--- src/rtl/prog_loader.sv ---
// Boot-time program loader for the SAP-2 datapath.
// Accepts a little-endian header (addr, len) followed by len data bytes
// on a valid/ready stream. Each byte goes into main memory through a
// MAR load, an MDR bus load and a RAM write. The CPU is held in reset
// while a load is in progress or after a timeout error.
module prog_loader #(
  parameter int unsigned TIMEOUT = 1_000_000,
  parameter int unsigned CNT_W   = 20
) (
  input  logic        clk_i,
  input  logic        rst_ni,
  input  logic        start_i,
  input  logic [7:0]  in_data_i,
  input  logic        in_valid_i,
  output logic        in_ready_o,
  output logic        cpu_hold_o,
  output logic        bus_req_o,
  output logic [15:0] bus_out_o,
  output logic        mar_load_o,
  output logic        mdr_load_bus_o,
  output logic        ram_write_o,
  output logic        busy_o,
  output logic        done_o,
  output logic        err_o,
  output logic [15:0] bytes_written_o
);

  typedef enum logic [2:0] {
    S_IDLE,
    S_HDR,
    S_DWAIT,
    S_SET_MAR,
    S_SET_MDR,
    S_WRITE,
    S_FINISH,
    S_ERROR
  } state_e;

  localparam logic [CNT_W-1:0] TMO_LIM = CNT_W'(TIMEOUT);
  localparam bit               TMO_EN  = (TIMEOUT != 0);

  state_e            state_q, state_d;
  logic [1:0]        hdr_idx_q, hdr_idx_d;
  logic [15:0]       addr_q, addr_d;
  logic [15:0]       len_q, len_d;
  logic [7:0]        byte_q, byte_d;
  logic [15:0]       bw_q, bw_d;
  logic              err_q, err_d;
  logic [CNT_W-1:0]  tmo_q, tmo_d;
  logic              hs;
  logic              stalled;

  // A byte transfers only while the loader is listening for one.
  assign hs      = in_ready_o & in_valid_i;
  assign stalled = TMO_EN && ((tmo_q + CNT_W'(1)) == TMO_LIM);

  // State and datapath registers; reset abandons any load in progress.
  always_ff @(posedge clk_i or negedge rst_ni) begin
    if (!rst_ni) begin
      state_q   <= S_IDLE;
      hdr_idx_q <= 2'd0;
      addr_q    <= 16'h0000;
      len_q     <= 16'h0000;
      byte_q    <= 8'h00;
      bw_q      <= 16'h0000;
      err_q     <= 1'b0;
      tmo_q     <= '0;
    end else begin
      state_q   <= state_d;
      hdr_idx_q <= hdr_idx_d;
      addr_q    <= addr_d;
      len_q     <= len_d;
      byte_q    <= byte_d;
      bw_q      <= bw_d;
      err_q     <= err_d;
      tmo_q     <= tmo_d;
    end
  end

  // Next-state logic; the idle counter defaults to zero so any handshake
  // or state change clears it.
  always_comb begin
    state_d   = state_q;
    hdr_idx_d = hdr_idx_q;
    addr_d    = addr_q;
    len_d     = len_q;
    byte_d    = byte_q;
    bw_d      = bw_q;
    err_d     = err_q;
    tmo_d     = '0;
    case (state_q)
      S_IDLE: begin
        if (start_i) begin
          err_d     = 1'b0;
          bw_d      = 16'h0000;
          hdr_idx_d = 2'd0;
          state_d   = S_HDR;
        end
      end
      S_HDR: begin
        if (hs) begin
          case (hdr_idx_q)
            2'd0:    addr_d[7:0]  = in_data_i;
            2'd1:    addr_d[15:8] = in_data_i;
            2'd2:    len_d[7:0]   = in_data_i;
            default: len_d[15:8]  = in_data_i;
          endcase
          hdr_idx_d = hdr_idx_q + 2'd1;
          if (hdr_idx_q == 2'd3) begin
            state_d = ({in_data_i, len_q[7:0]} == 16'h0000) ? S_FINISH : S_DWAIT;
          end
        end else if (stalled) begin
          err_d   = 1'b1;
          state_d = S_ERROR;
        end else if (TMO_EN) begin
          tmo_d = tmo_q + CNT_W'(1);
        end
      end
      S_DWAIT: begin
        if (hs) begin
          byte_d  = in_data_i;
          state_d = S_SET_MAR;
        end else if (stalled) begin
          err_d   = 1'b1;
          state_d = S_ERROR;
        end else if (TMO_EN) begin
          tmo_d = tmo_q + CNT_W'(1);
        end
      end
      S_SET_MAR: state_d = S_SET_MDR;
      S_SET_MDR: state_d = S_WRITE;
      S_WRITE: begin
        addr_d  = addr_q + 16'd1;
        len_d   = len_q - 16'd1;
        bw_d    = bw_q + 16'd1;
        state_d = (len_q == 16'd1) ? S_FINISH : S_DWAIT;
      end
      S_FINISH: state_d = S_IDLE;
      S_ERROR:  state_d = S_IDLE;
      default:  state_d = S_IDLE;
    endcase
  end

  // Moore output decode: strobes and bus drive follow the registered state.
  always_comb begin
    in_ready_o     = 1'b0;
    busy_o         = 1'b0;
    bus_req_o      = 1'b0;
    bus_out_o      = 16'h0000;
    mar_load_o     = 1'b0;
    mdr_load_bus_o = 1'b0;
    ram_write_o    = 1'b0;
    done_o         = 1'b0;
    case (state_q)
      S_HDR, S_DWAIT: begin
        in_ready_o = 1'b1;
        busy_o     = 1'b1;
      end
      S_SET_MAR: begin
        busy_o     = 1'b1;
        bus_req_o  = 1'b1;
        bus_out_o  = addr_q;
        mar_load_o = 1'b1;
      end
      S_SET_MDR: begin
        busy_o         = 1'b1;
        bus_req_o      = 1'b1;
        bus_out_o      = {8'h00, byte_q};
        mdr_load_bus_o = 1'b1;
      end
      S_WRITE: begin
        busy_o      = 1'b1;
        ram_write_o = 1'b1;
      end
      S_FINISH: begin
        busy_o = 1'b1;
        done_o = 1'b1;
      end
      default: ;
    endcase
  end

  assign err_o           = err_q;
  assign cpu_hold_o      = busy_o | err_q;
  assign bytes_written_o = bw_q;

endmodule

--- config.mk ---
export PLATFORM = sky130hd
export DESIGN_NAME = prog_loader
export DESIGN_NICKNAME = d
export VERILOG_FILES = /design/src/rtl/prog_loader.sv
export SDC_FILE = /design/constraint.sdc
export NUM_CORES = 1
export LEC_CHECK = 0
export BUFFER_PORTS_ARGS = -buffer_cell sky130_fd_sc_hd__buf_2
export CAP_MARGIN = 20
export CORE_UTILIZATION = 64
export DETAILED_ROUTE_END_ITERATION = 8
export GPL_ROUTABILITY_DRIVEN = 0
export MAX_ROUTING_LAYER = met4
export PLACE_DENSITY = 0.86
export SYNTH_ARGS = -nofsm -noshare
export SYNTH_HDL_FRONTEND = slang
export SYNTH_SLANG_ARGS = --single-unit
--- constraint.sdc ---
create_clock -name clk_i -period 6.55 [get_ports clk_i]
set_input_delay 0.655 -clock clk_i [delete_from_list [all_inputs] [get_ports clk_i]]
set_output_delay 0.655 -clock clk_i [all_outputs]
set_load 0.02 [all_outputs]
* Yosys cells after proc, flatten, opt, wreduce, memory -nomap -nowiden *
Index checks and enable logic that the tools add are counted.

word-level totals
  word-level logic and storage cells = 95
  output and inout bits = 41
  input bits = 12
  bits in registers = 82

cells by class
  muxes and demuxes = 36
  reduce and logical (&&, ||, !) cells = 21
  $add $sub $neg = 5
  bitwise operators = 2
  equal/unequal tests = 21

operators with widths
  operator                                                                  count
  16-bit case mux with 2 select lines                                       4
  20-bit 2-to-1 mux                                                         3
  16-bit 2-to-1 mux                                                         3
  16-bit by 1-bit adder with 16-bit output (second input constant)          2
  8-bit 2-to-1 mux                                                          4
  3-bit 2-to-1 mux                                                          7
  3-bit case mux with 7 select lines                                        1
  20-bit by 1-bit adder with 20-bit output (second input constant)          1
  20-bit == test (second input constant)                                    1
  16-bit by 1-bit == test with 1-bit output (second input constant)         1
  16-bit logical NOT                                                        1
  16-bit by 1-bit subtractor with 16-bit output (second input constant)     1
  3-bit AND reduction                                                       5
  3-bit == test (second input constant)                                     4
  1-bit 2-to-1 mux                                                          10
  2-bit by 1-bit inequality test with 1-bit output (second input constant)  4
  2-bit inequality test (second input constant)                             4
  2-bit nonzero test                                                        4
  3-bit by 2-bit == test with 1-bit output (second input constant)          2
  2-bit AND reduction                                                       3
  2-bit OR reduction                                                        3
  6-bit OR reduction                                                        1
  2-bit == test (second input constant)                                     2
  2-bit 2-to-1 mux                                                          2
  12 further kinds                                                          12

* Depth between registers and ports, before layout *
Gate-level depths: netlist (run 1).

  depth after elaboration = 6
  gate-level depth with buffers = 9
  mapped depth without buffers = 8

* Least setup slack after synthesis (run 1) *
No wires, ideal clock.

  path type = register to output
  start point = register state_q[1]
  end point = output port bus_out_o[0]
  arrival = 1.806 ns
  setup slack = 4.089 ns
  stages on the path, launching flop included = 4
  buffers on the path = 1
  cell sequence = dfrtp_1 clkbuf_1 nor3_1 a22o_1

between the ends
  word-level cells in the longest chain between the ends = 2
  elaborated cells between the ends (all ways) = 3

RTL lines
  what                                                                              RTL line  source
  start: declaration                                                                42        state_e state_q, state_d;
  start signal: assignment                                                          69        state_q <= state_d;
  3-bit == test / 3-bit by 2-bit == test with 1-bit output (equally long branches)  154       case (state_q)
  16-bit case mux with 2 select lines (*)                                           154
  end: declaration                                                                  18        output logic [15:0] bus_out_o,

Every way passes the cells marked *; elsewhere a longest branch is shown, timed or not.

* Worst setup path after layout (run 1) *
  start point = register state_q[0]
  end point = output port ram_write_o

between the ends
  word-level cells in the longest chain between the ends = 2

RTL lines
  what              RTL line  source
  3-bit == test     154
  1-bit 2-to-1 mux  154
  end: declaration  21        output logic ram_write_o,

Every way passes these cells.

==> run summary, run 1 <==
=================================================================================================
Count of pins over their slew limit ................................................            0
Area of the die ....................................................................     7740 um2
Transition time at the pin with the least slew margin ..............................       687 ps
CTS buffer count ...................................................................            9
Most common library cell in the layout ignoring fill and taps ...................... sky130_fd_sc_hd__dfrtp_1
Number of hold-repair buffers added at the cts stage ...............................            0
Power density over the cells .......................................................   356 nW/um2
Antenna-violating nets left ........................................................            0
Largest net degree at the start of global routing ..................................           83
Number of endpoints with negative hold slack in the final report ...................            0
Period utilisation layout ..........................................................        0.513
Setup repair after global routing missed its margin ................................           no
Clk sinks ..........................................................................           82
Highest-count cells in the layout ignoring fill and taps ........................... 82 x sky130_fd_sc_hd__dfrtp_1, 62 x sky130_fd_sc_hd__nor2_1, 53 x sky130_fd_sc_hd__buf_2
Number of non-filler instances in the completed layout .............................          682
Dominant cells by area after synthesis ............................................. sky130_fd_sc_hd__dfrtp_1 43%, sky130_fd_sc_hd__nor2_1 4.9%, sky130_fd_sc_hd__o21ai_0 4.8%, sky130_fd_sc_hd__nand2_1 4.0%, sky130_fd_sc_hd__nand3_1 3.7%
Detailed placer's ending HPWL ......................................................      8.15 mm
VDD IR-drop max ....................................................................     0.179 mV
Largest stage delay on the critical path ...........................................       500 ps
Critical Path Source Type ..........................................................    flip-flop
Dominant delay contributor by cell family on the critical path ..................... buffers and inverters
Final critical delay including setup and external delays ...........................      3360 ps
First-pass GRT wire length .........................................................      19.9 mm
Area fraction of the dominant cell type after synthesis ............................        0.434
Status ............................................................................. complete, no violations
Total Nets Final ...................................................................          602
Number of distinct library cell variants in the gate-level netlist after synthesis .           62
Level count of the clock H-tree ....................................................            3
Post-synthesis instance total ......................................................          538
TritonCTS clock tree ...............................................................         done
Core region area ...................................................................     6980 um2
Worst path slowest cell ............................................................ sky130_fd_sc_hd__dfrtp_1
Library cell with the largest summed area after synthesis .......................... sky130_fd_sc_hd__dfrtp_1
Max-capacitance violation count ....................................................            0
ANT cells ..........................................................................            0
Worst max-slew margin expressed relative to the limit ..............................        0.537
#FFs+latches synth .................................................................           82
Clock Root Buffer .................................................................. sky130_fd_sc_hd__clkbuf_8
Net count of the mapped netlist ....................................................          559
Fill cell instance count of the final layout .......................................          510
Mapped Avg Cell Area ...............................................................     8.79 um2
Share of flip-flops with an asynchronous set or reset ..............................         1.00
Hold Path Class .................................................................... input port to asynchronous set/reset pin
Detailed-route wire length .........................................................      12.1 mm
WP data arrival ....................................................................      2700 ps
GR Overflow Total ..................................................................            0
Total I/O pin count ................................................................           53
Initial DRT Pass Iterations ........................................................            5
Routed len/inst ....................................................................      17.7 um
Port buffer count ..................................................................           52
Post-route setup TNS ...............................................................         0 ps
Global-route total usage across every layer ........................................        0.343
Ordered list of cells on the worst path ............................................ nor2b_1 > nand2_1 > buf_4 > inv_1 > buf_4 > buf_2
Critical Path Sink Type ............................................................ primary output
Startpoint-to-endpoint class of the critical path .................................. flip-flop to primary output
Number of enable flip-flop cells after synthesis ...................................            0
# setup viols final ................................................................            0
Standby leakage power ..............................................................      2.35 nW
FF/Latch Area ......................................................................     2050 um2
Sequential fraction of the synthesis area ..........................................        0.434
Reg clk slew, reported paths .......................................................        90 ps
Synth Warn # .......................................................................            0
Number of global-route vias before repair ..........................................        4,253
Upper clock frequency limit ........................................................      298 MHz
Crit path top cell by count ........................................................ sky130_fd_sc_hd__buf_4
Total area of multi-input combinational cells ......................................     2520 um2
Largest fanout of any net on the critical path .....................................           52
Area growth from synthesis to layout ...............................................        11.7%
Via/cell ratio .....................................................................         6.52
Insertion delay of the later-clocked pin in the worst-skew pair ....................       360 ps
Number of buffers on the longest clock path ........................................            2
Data required time of the critical path ............................................      5890 ps
Skew final .........................................................................      8.25 ps
Resized Gates After CTS ............................................................            0
Initial DRC Count ..................................................................          393
Die width ..........................................................................      88.0 um
Post-Place Cells ...................................................................          663
Chip Height ........................................................................      88.0 um
Number of buffers added for setup after CTS ........................................            0
Layout cells sized above 1 .........................................................        0.171
Initial antenna violation count ....................................................            0
Post-Syn Area ......................................................................     4730 um2
Number of buffers and inverters on the critical path ...............................            4
Routed vias ........................................................................        4,444
Number of standard-cell rows in the floorplan ......................................           30
Initial standard-cell utilization of the core ......................................        0.677
Dominant synthesized flop cell ..................................................... sky130_fd_sc_hd__dfrtp_1
Total DRC errors in the routed layout ..............................................            0
=================================================================================================
[cell families after synthesis]
logic type / Yosys count / share of synthesized area
and+or+nand+nor: 232 / 0.248
xor gates and xnor gates: 17 / 0.0315
muxes: 14 / 0.0323
AOI/OAI and AO/OA: 144 / 0.197
adders and majority gates: 9 / 0.0238
buffers and inverters: 40 / 0.0336
DFF: 82 / 0.434
[path summary, 6_finish.rpt]
check	slack [ps]	to	cells past startpoint	from
worst max-delay path	3190	ram_write_o	6	state_q[0]
worst min-delay path	180	len_q[4]	1	rst_ni
worst max register to register	3810	len_q[9]	8	state_q[0]
worst min register to register	500	bytes_written_o[15]	1	bytes_written_o[15]
max in group asynchronous	5760	tmo_q[18]	2	rst_ni
min in group clk_i	500	bytes_written_o[15]	1	bytes_written_o[15]
[synthesized netlist by cell type, drive strengths merged, types with 4 or more instances]
master	n
ha	9
nor3	12
o22ai	6
mux2	10
a22o	12
clkbuf	18
and3	14
o31ai	8
nand2	50
a22oi	5
nor2	62
o21ai	46
nor4	10
or3	6
nand3	35
a31oi	4
inv	15
nand2b	4
nand4	10
mux2i	4
buf	7
dfrtp	82
a311oi	4
and2	12
a21oi	31
o211ai	5
xnor2	14
[sequential cells by signal (all words and copies together) (netlist names)]
name and count:
err_o 1, hdr_idx_q 2, bytes_written_o 16, len_q 16, byte_q 8, state_q 3
tmo_q 20, addr_q 16
[cell type report]
class | count | share of cell area
sequential | 82 | 0.389
inverter | 15 | 0.0107
timing repair buffer | 57 | 0.0597
clock inverter | 5 | 0.0147
multi-input combinational | 416 | 0.477
tap | 96 | 0.0227
clock buffer | 11 | 0.0268
[per-layer routing]
metal / wire length [um] / GRT usage / part of all wire
met3: 918 / 0.0792 / 0.076
met1: 4870 / 0.420 / 0.40
met4: 313 / 0.128 / 0.026
met2: 5950 / 0.553 / 0.49
met5: 0 / - / 0
[power breakdown]
part / internal, W / total, W / switching (W)
clock network: 0.000224 / 0.000411 / 0.000187
registers: 0.000649 / 0.000819 / 0.000170
logic: 0.000251 / 0.000653 / 0.000402
total: 0.00112 / 0.00188 / 0.000759
[stage by stage]
step	total power [W]	hold WS, ps	setup slack [ps]	area (um2)	utilization
2_1_floorplan	0.00126	359	4090	4730	-
3_3_place_gp	0.00142	463	3800	5020	0.720
3_5_place_dp	0.00145	474	3730	5020	0.720
4_1_cts	0.00186	491	3290	5240	0.751
5_1_grt	0.00200	198	3020	5280	0.756
6_report	0.00188	184	3190	5280	0.756
Power figures use the tool's default switching activity.
==> run 2, diff against run 1 <==
Settings changed: ABC_AREA set to 1, CORE_UTILIZATION 64 to 53, PLACE_DENSITY 0.86 to 0.76.
Clock period 6.55 ns to 2.85 ns, I/O delays scaled along.
==> run summary, run 2 <==
=================================================================================================
Startpoint-to-endpoint class of the critical path .................................. flip-flop to primary output
Number of distinct library cell variants in the gate-level netlist after synthesis .           39   -37%
Port buffer count ..................................................................           52   unchanged
Final Power ........................................................................    0.00436 W   +130%
GR peak layer ......................................................................         met2
Initial DRT Pass Iterations ........................................................            5   unchanged
Resized Gates After CTS ............................................................            0   unchanged
Register share of total power ......................................................        0.404   -0.031
Mapped Avg Cell Area ...............................................................     7.28 um2   -17%
Layout cells sized above 1 .........................................................        0.128   -0.0425
Met1 track demand over resource in global routing ..................................        0.370   -0.0493
Number of standard-cell rows in the floorplan ......................................           34   +13%
Largest fanout of any net on the critical path .....................................           15   -71%
Number of enable flip-flop cells after synthesis ...................................            0   unchanged
Share of flip-flops with an asynchronous set or reset ..............................         1.00   unchanged
Top-count cell post-synth .......................................................... sky130_fd_sc_hd__nand2_1
Routed vias ........................................................................        4,656   +4.8%
Number of buffers on the longest clock path ........................................            2   unchanged
Area growth from synthesis to layout ...............................................        12.7%
Met3 GRT Util ......................................................................       0.0439   -0.0353
Highest-count cells in the layout ignoring fill and taps ........................... 148 x sky130_fd_sc_hd__nand2_1, 101 x sky130_fd_sc_hd__nor2_1, 85 x sky130_fd_sc_hd__inv_1
Final critical delay including setup and external delays ...........................      2470 ps
Proportion of total power due to net switching .....................................        0.430   +0.0266
WP data arrival ....................................................................      2180 ps   -520 ps
Status ............................................................................. complete, no violations
TritonCTS clock tree ...............................................................         done
Max-capacitance violation count ....................................................            0   unchanged
Data required time of the critical path ............................................      2570 ps   -3320 ps
Total I/O pin count ................................................................           53   unchanged
First-pass GRT wire length .........................................................      20.5 mm   +3.2%
Clk sinks ..........................................................................           82   unchanged
Period utilisation layout ..........................................................        0.866
Level count of the clock H-tree ....................................................            3   unchanged
Design internal power ..............................................................    0.00249 W   +120%
Routed len/inst ....................................................................      14.4 um   -19%
Post-route setup TNS ...............................................................         0 ps   unchanged
Critical Path Source Type ..........................................................    flip-flop
Worst max-slew margin expressed relative to the limit ..............................        0.623   +0.0860
Sequential fraction of the synthesis area ..........................................        0.424   -0.0101
Global-route total usage across every layer ........................................        0.274   -0.0688
Largest net degree at the start of global routing ..................................           83   unchanged
Area of the die ....................................................................     9520 um2   +23%
Post-synthesis instance total ......................................................          665   +24%
Post-Syn Area ......................................................................     4840 um2   +2.4%
Power density over the cells .......................................................   800 nW/um2   +120%
Insertion delay of the later-clocked pin in the worst-skew pair ....................       360 ps   about the same
Hold Path Class .................................................................... input port to flip-flop
# setup viols final ................................................................            0   unchanged
VDD IR-drop max ....................................................................     0.462 mV   +160%
Antenna-violating nets left ........................................................            0   unchanged
Number of global-route vias before repair ..........................................        4,372   +2.8%
Number of endpoints with negative hold slack in the final report ...................            0   unchanged
Initial antenna violation count ....................................................            0   unchanged
Number of hold-repair buffers added at the cts stage ...............................            0   unchanged
Net count of the mapped netlist ....................................................          686   +23%
Initial DRC Count ..................................................................          298   -24%
CTS buffer count ...................................................................            9   unchanged
Standby leakage power ..............................................................      2.60 nW   +11%
Core region area ...................................................................     8760 um2   +26%
Dominant synthesized flop cell ..................................................... sky130_fd_sc_hd__dfrtp_1
Clock Root Buffer .................................................................. sky130_fd_sc_hd__clkbuf_8
Upper clock frequency limit ........................................................      405 MHz
Count of pins over their slew limit ................................................            0   unchanged
Combinational share of power .......................................................        0.394   +0.047
Area fraction of the dominant cell type after synthesis ............................        0.424   -0.0101
Synth Warn # .......................................................................            0   unchanged
Fill cell instance count of the final layout .......................................          826   +62%
Chip Height ........................................................................      97.6 um   +11%
Top post-synthesis cells by count .................................................. 148 x sky130_fd_sc_hd__nand2_1, 101 x sky130_fd_sc_hd__nor2_1, 85 x sky130_fd_sc_hd__inv_1
#FFs+latches synth .................................................................           82   unchanged
Transition time at the pin with the least slew margin ..............................       563 ps   -124 ps
Sw power ...........................................................................    0.00188 W   +150%
Library cell with the largest summed area after synthesis .......................... sky130_fd_sc_hd__dfrtp_1
Clock network power share ..........................................................        0.202   -0.016
Setup repair after global routing missed its margin ................................           no
Max FFs per register ...............................................................           20   unchanged
Dominant cells by area after synthesis ............................................. sky130_fd_sc_hd__dfrtp_1 42%, sky130_fd_sc_hd__nand2_1 11%, sky130_fd_sc_hd__nor2_1 7.8%, sky130_fd_sc_hd__inv_1 6.6%, sky130_fd_sc_hd__nand3_1 4.9%
Critical Path Sink Type ............................................................ primary output
Initial standard-cell utilization of the core ......................................        0.553   -0.125
Met2 Usage GRT .....................................................................        0.423   -0.130
Most common library cell in the layout ignoring fill and taps ...................... sky130_fd_sc_hd__nand2_1
Die width ..........................................................................      97.6 um   +11%
GR Overflow Total ..................................................................            0   unchanged
Number of buffers added for setup after CTS ........................................            0   unchanged
Via/cell ratio .....................................................................         5.58   -14%
Register bank with the most flops ..................................................        tmo_q
Reg clk slew, reported paths .......................................................        90 ps   about the same
Detailed-route wire length .........................................................      12.0 mm   -0.60%
ANT cells ..........................................................................            0   unchanged
Skew final .........................................................................      15.8 ps   +7.59 ps
Total Nets Final ...................................................................          742   +23%
Total DRC errors in the routed layout ..............................................            0   unchanged
Detailed placer's ending HPWL ......................................................      8.68 mm   +6.4%
=================================================================================================
==> run 2: changes by cell type after synthesis, moves of 8 or more <==
cell,change
sky130_fd_sc_hd__xnor2_1,-12
sky130_fd_sc_hd__inv_1,+70
sky130_fd_sc_hd__nand4_1,+9
sky130_fd_sc_hd__clkbuf_1,-8
sky130_fd_sc_hd__a31oi_1,+15
sky130_fd_sc_hd__and2_1,-8
sky130_fd_sc_hd__nand3_1,+12
sky130_fd_sc_hd__nor2_1,+39
sky130_fd_sc_hd__and3_1,-14
sky130_fd_sc_hd__nand2_1,+98
sky130_fd_sc_hd__a22o_1,-10
==> run 2: power by group through the flow <==
stage                     Sequential [W]  Combinational (W)  Clock [W]
final                            0.00176            0.00172   0.000881
after global routing             0.00181            0.00196   0.000941
after CTS                        0.00176            0.00172   0.000890
after detailed placement         0.00178            0.00170          0
after global placement           0.00176            0.00165          0
after floorplan                  0.00171            0.00127          0
==> run 2: logic make-up after synthesis <==
kind of cell               count (synthesis)  synth area share
AOI/OAI and AO/OA                        112             0.133
xor gates and xnor gates                   6            0.0109
adders and majority gates                  9            0.0233
buffers and inverters                    100            0.0798
DFF                                       82             0.424
muxes                                     10            0.0227
and+or+nand+nor                          346             0.307
==> run 2: stage by stage <==
step	std cells	hold WS, ps	instance area, um2	util	setup WS (ps)
finish	834	193	5460	0.623	383
global route	834	197	5460	0.623	123
CTS	832	143	5420	0.618	347
detailed placement	816	466	5210	0.595	656
global placement	816	459	5210	0.595	735
floorplan	665	-10.6	4840	-	473
==> run 2: final timing paths <==
path / from / to / slack, ps / cells after the start
worst max-delay path: state_q[2] / cpu_hold_o / 380 / 6
worst min register to register: bytes_written_o[15] / bytes_written_o[15] / 470 / 1
max in group asynchronous: rst_ni / len_q[0] / 1830 / 3
min in group asynchronous: rst_ni / tmo_q[9] / 410 / 2
worst min-delay path: in_data_i[6] / byte_q[6] / 190 / 2
worst max register to register: tmo_q[0] / tmo_q[4] / 620 / 13
==> run 2: metal layers <==
| metal | share of wire | up-vias | wire, um |
|---|---|---|---|
| met2 | 0.47 | 151 | 5630 |
| met1 | 0.46 | 2174 | 5460 |
| met3 | 0.059 | 18 | 703 |
| li1 | - | 2313 | - |
| met5 | 0 | - | 0 |
| met4 | 0.016 | 0 | 186 |
==> run 2: area by class of cell <==
cell class | instances | area (um2) | share of cell area
clock buffers | 10 | 138 | 0.0252
clock inverters | 6 | 66.3 | 0.0122
inverters | 86 | 323 | 0.0592
multi-input cells | 483 | 2400 | 0.441
flip-flops and latches | 82 | 2050 | 0.376
well taps | 108 | 135 | 0.0248
repair buffers | 59 | 338 | 0.0619
==> run 2: critical path, cell delays in order, from the launching register on <==
cell and delay (ps):
sky130_fd_sc_hd__dfrtp_1 490, sky130_fd_sc_hd__nor3_1 430, sky130_fd_sc_hd__inv_1 340, sky130_fd_sc_hd__nand2_1 250, sky130_fd_sc_hd__inv_1 80, sky130_fd_sc_hd__nand3_1 60, sky130_fd_sc_hd__buf_2 160
==> run 3, diff against run 2 <==
--- a/config.mk
+++ b/config.mk
@@ -10,3 +10,4 @@
 export CAP_MARGIN = 20
-export CORE_UTILIZATION = 53
+export CORE_UTILIZATION = 55
+export CTS_BUF_LIST = sky130_fd_sc_hd__clkbuf_4
 export DETAILED_ROUTE_END_ITERATION = 8
@@ -14,3 +15,3 @@
 export MAX_ROUTING_LAYER = met4
-export PLACE_DENSITY = 0.76
+export PLACE_DENSITY = 0.78
 export SYNTH_ARGS = -nofsm -noshare
==> constraint.sdc (replaced) <==
create_clock -name clk_i -period 2.2 [get_ports clk_i]
set_input_delay 0.11 -clock clk_i [delete_from_list [all_inputs] [get_ports clk_i]]
set_output_delay 0.11 -clock clk_i [all_outputs]
set_load 0.02 [all_outputs]
==> run summary, run 3 (synthesis results as in run 2) <==
===============================================================================
Status ........................................................... complete, no violations
First-pass GRT wire length .......................................      20.2 mm   -1.4%
Count of pins over their slew limit ..............................            0   unchanged
Hold Path Class .................................................. input port to flip-flop
Skew final .......................................................      19.9 ps   +4.01 ps
Crit path top cell by count ...................................... sky130_fd_sc_hd__nand2_1
WP data arrival ..................................................      2400 ps   +220 ps
Clock Root Buffer ................................................ sky130_fd_sc_hd__clkbuf_4
Clk sinks ........................................................           82   unchanged
Reg clk slew, reported paths .....................................       130 ps   +40 ps
Total I/O pin count ..............................................           53   unchanged
Chip Height ......................................................      95.8 um   -1.8%
Most common library cell in the layout ignoring fill and taps .... sky130_fd_sc_hd__nand2_1
Max-capacitance violation count ..................................            0   unchanged
Data required time of the critical path ..........................      2550 ps   -20 ps
Post-Place Cells .................................................          825   +1.1%
Total DRC errors in the routed layout ............................            0   unchanged
Largest net degree at the start of global routing ................           45   -46%
Highest-count cells in the layout ignoring fill and taps ......... 147 x sky130_fd_sc_hd__nand2_1, 97 x sky130_fd_sc_hd__nor2_1, 83 x sky130_fd_sc_hd__inv_1
Power density over the cells .....................................  1000 nW/um2   +25%
Initial DRT Pass Iterations ......................................            5   unchanged
Startpoint of the most critical register-to-register path ........     tmo_q[0]
Dominant delay contributor by cell family on the critical path ... simple AND/OR/NAND/NOR gates
Final critical delay including setup and external delays .........      2040 ps
Antenna-violating nets left ......................................            0   unchanged
Via/cell ratio ...................................................         5.59   +0.20%
Number of global-route vias before repair ........................        4,422   +1.1%
Routed vias ......................................................        4,755   +2.1%
Standby leakage power ............................................      2.66 nW   +2.3%
Largest stage delay on the critical path .........................       410 ps   -80 ps
Detailed placer's ending HPWL ....................................      9.07 mm   +4.6%
Number of non-filler instances in the completed layout ...........          850   +1.9%
Layout cells sized above 1 .......................................        0.156   +0.0276
Startpoint of the most critical setup path .......................     tmo_q[0]
Initial standard-cell utilization of the core ....................        0.578   +0.0252
Die width ........................................................      95.8 um   -1.8%
Upper clock frequency limit ......................................      490 MHz
CTS buffer count .................................................            9   unchanged
Detailed-route wire length .......................................      12.4 mm   +3.7%
Core region area .................................................     8380 um2   -4.4%
Total Nets Final .................................................          762   +2.7%
Number of buffers and inverters on the critical path .............            2   -1
Insertion delay of the later-clocked pin in the worst-skew pair ..       450 ps   +90 ps
TritonCTS clock tree .............................................         done
Critical Path Source Type ........................................    flip-flop
Final worst hold slack ...........................................       136 ps   -56.9 ps
Max FFs per register .............................................           20   unchanged
Critical Path Sink Type ..........................................    flip-flop
Post-route setup TNS .............................................         0 ps   unchanged
Port buffer count ................................................           52   unchanged
Initial DRC Count ................................................          283   -5.0%
Initial antenna violation count ..................................            0   unchanged
Number of buffers on the longest clock path ......................            2   unchanged
Worst path slowest cell .......................................... sky130_fd_sc_hd__dfrtp_1
GR Overflow Total ................................................            0   unchanged
Startpoint-to-endpoint class of the critical path ................ flip-flop to flip-flop
Final cell utilization of the core ...............................        0.669   +0.0469
Largest fanout of any net on the critical path ...................           18   +3
Setup repair after global routing missed its margin ..............          yes
Routed len/inst ..................................................      14.6 um   +1.8%
Ordered list of cells on the worst path .......................... ha_2 > nand3_2 > inv_2 > nand2_1 > nor2_1 > nand3_1 > nand2_1 > nand2_1 > nor2_2 > nand3_4 > nand2_8 > or2_1 > inv_1
Level count of the clock H-tree ..................................            3   unchanged
Final Power ......................................................    0.00562 W   +29%
VDD IR-drop max ..................................................     0.685 mV   +48%
Period utilisation layout ........................................        0.928
Number of standard-cell rows in the floorplan ....................           33   -2.9%
Number of buffers added for setup after CTS ......................            0   unchanged
Worst max-slew margin expressed relative to the limit ............        0.564   -0.0594
Number of endpoints with negative hold slack in the final report .            0   unchanged
Register bank with the most flops ................................        tmo_q
Area growth from synthesis to layout .............................        15.9%
Area of the die ..................................................     9180 um2   -3.6%
Transition time at the pin with the least slew margin ............       650 ps   +86.2 ps
Global-route total usage across every layer ......................        0.297   +0.0226
Worst hold path startpoint .......................................   in_valid_i
ANT cells ........................................................            0   unchanged
# setup viols final ..............................................            0   unchanged
===============================================================================
==> run 3: cell count changes in the layout (fill, tap and decap cells not counted), sizes merged <==
cell and delta:
buf +11, bufinv +1, clkbuf +1, clkinv -3, dlygate4sd3 +9
==> run 3: what timing repair did <==
item                                    in CTS  in global routing
resized for setup                            0                 17
endpoints found under the setup margin       0                 26
hold endpoints to repair                    51                  0
hold buffers                                10                  0
==> run 3: path summary, 6_finish.rpt <==
path / to / slack [ps] / depth (start not counted)
setup / recovery: tmo_q[4] / 160 / 13
hold / removal: state_q[0] / 140 / 5
setup reg to reg: tmo_q[4] / 160 / 13
hold reg to reg: bytes_written_o[15] / 500 / 1
max in group asynchronous: len_q[10] / 1340 / 3
min in group asynchronous: tmo_q[11] / 190 / 2
==> run 3: metrics by stage <==
step	area (um2)	setup WS, ps
final	5610	158
after global routing	5610	-45.8
after CTS	5560	32.9
after detailed placement	5310	69.6
after global placement	5310	160
after floorplan	4850	274
==> run 3: power by group <==
group          switching, W  internal [W]
logic               0.00152      0.000798
clock network      0.000519      0.000474
registers          0.000388       0.00192
total               0.00243       0.00319
==> run 3: worst register-to-register path: cells and delay by family, from the launching register on <==
| kind | cells | cell delay, ps |
|---|---|---|
| buffers and inverters | 2 | 140 |
| and+or+nand+nor | 10 | 1150 |
| adders and majority gates | 1 | 250 |
| DFF | 1 | 410 |
==> run 3: cell type report <==
type	count	area, um2
clock inverter	4	67.6
clock buffer	11	82.6
timing repair buffer	79	490
tap	105	131
inverter	86	323
fill	734	2770
sequential	82	2060
multi-input combinational	483	2460
==> run 3: per-layer routing <==
metal	global-route usage	routed length (um)	part of all wire	vias to the layer above
li1	-	-	-	2352
met1	0.369	5470	0.44	2206
met2	0.471	5850	0.47	170
met3	0.0648	844	0.068	27
met4	0.121	260	0.021	0
met5	-	0	0	-
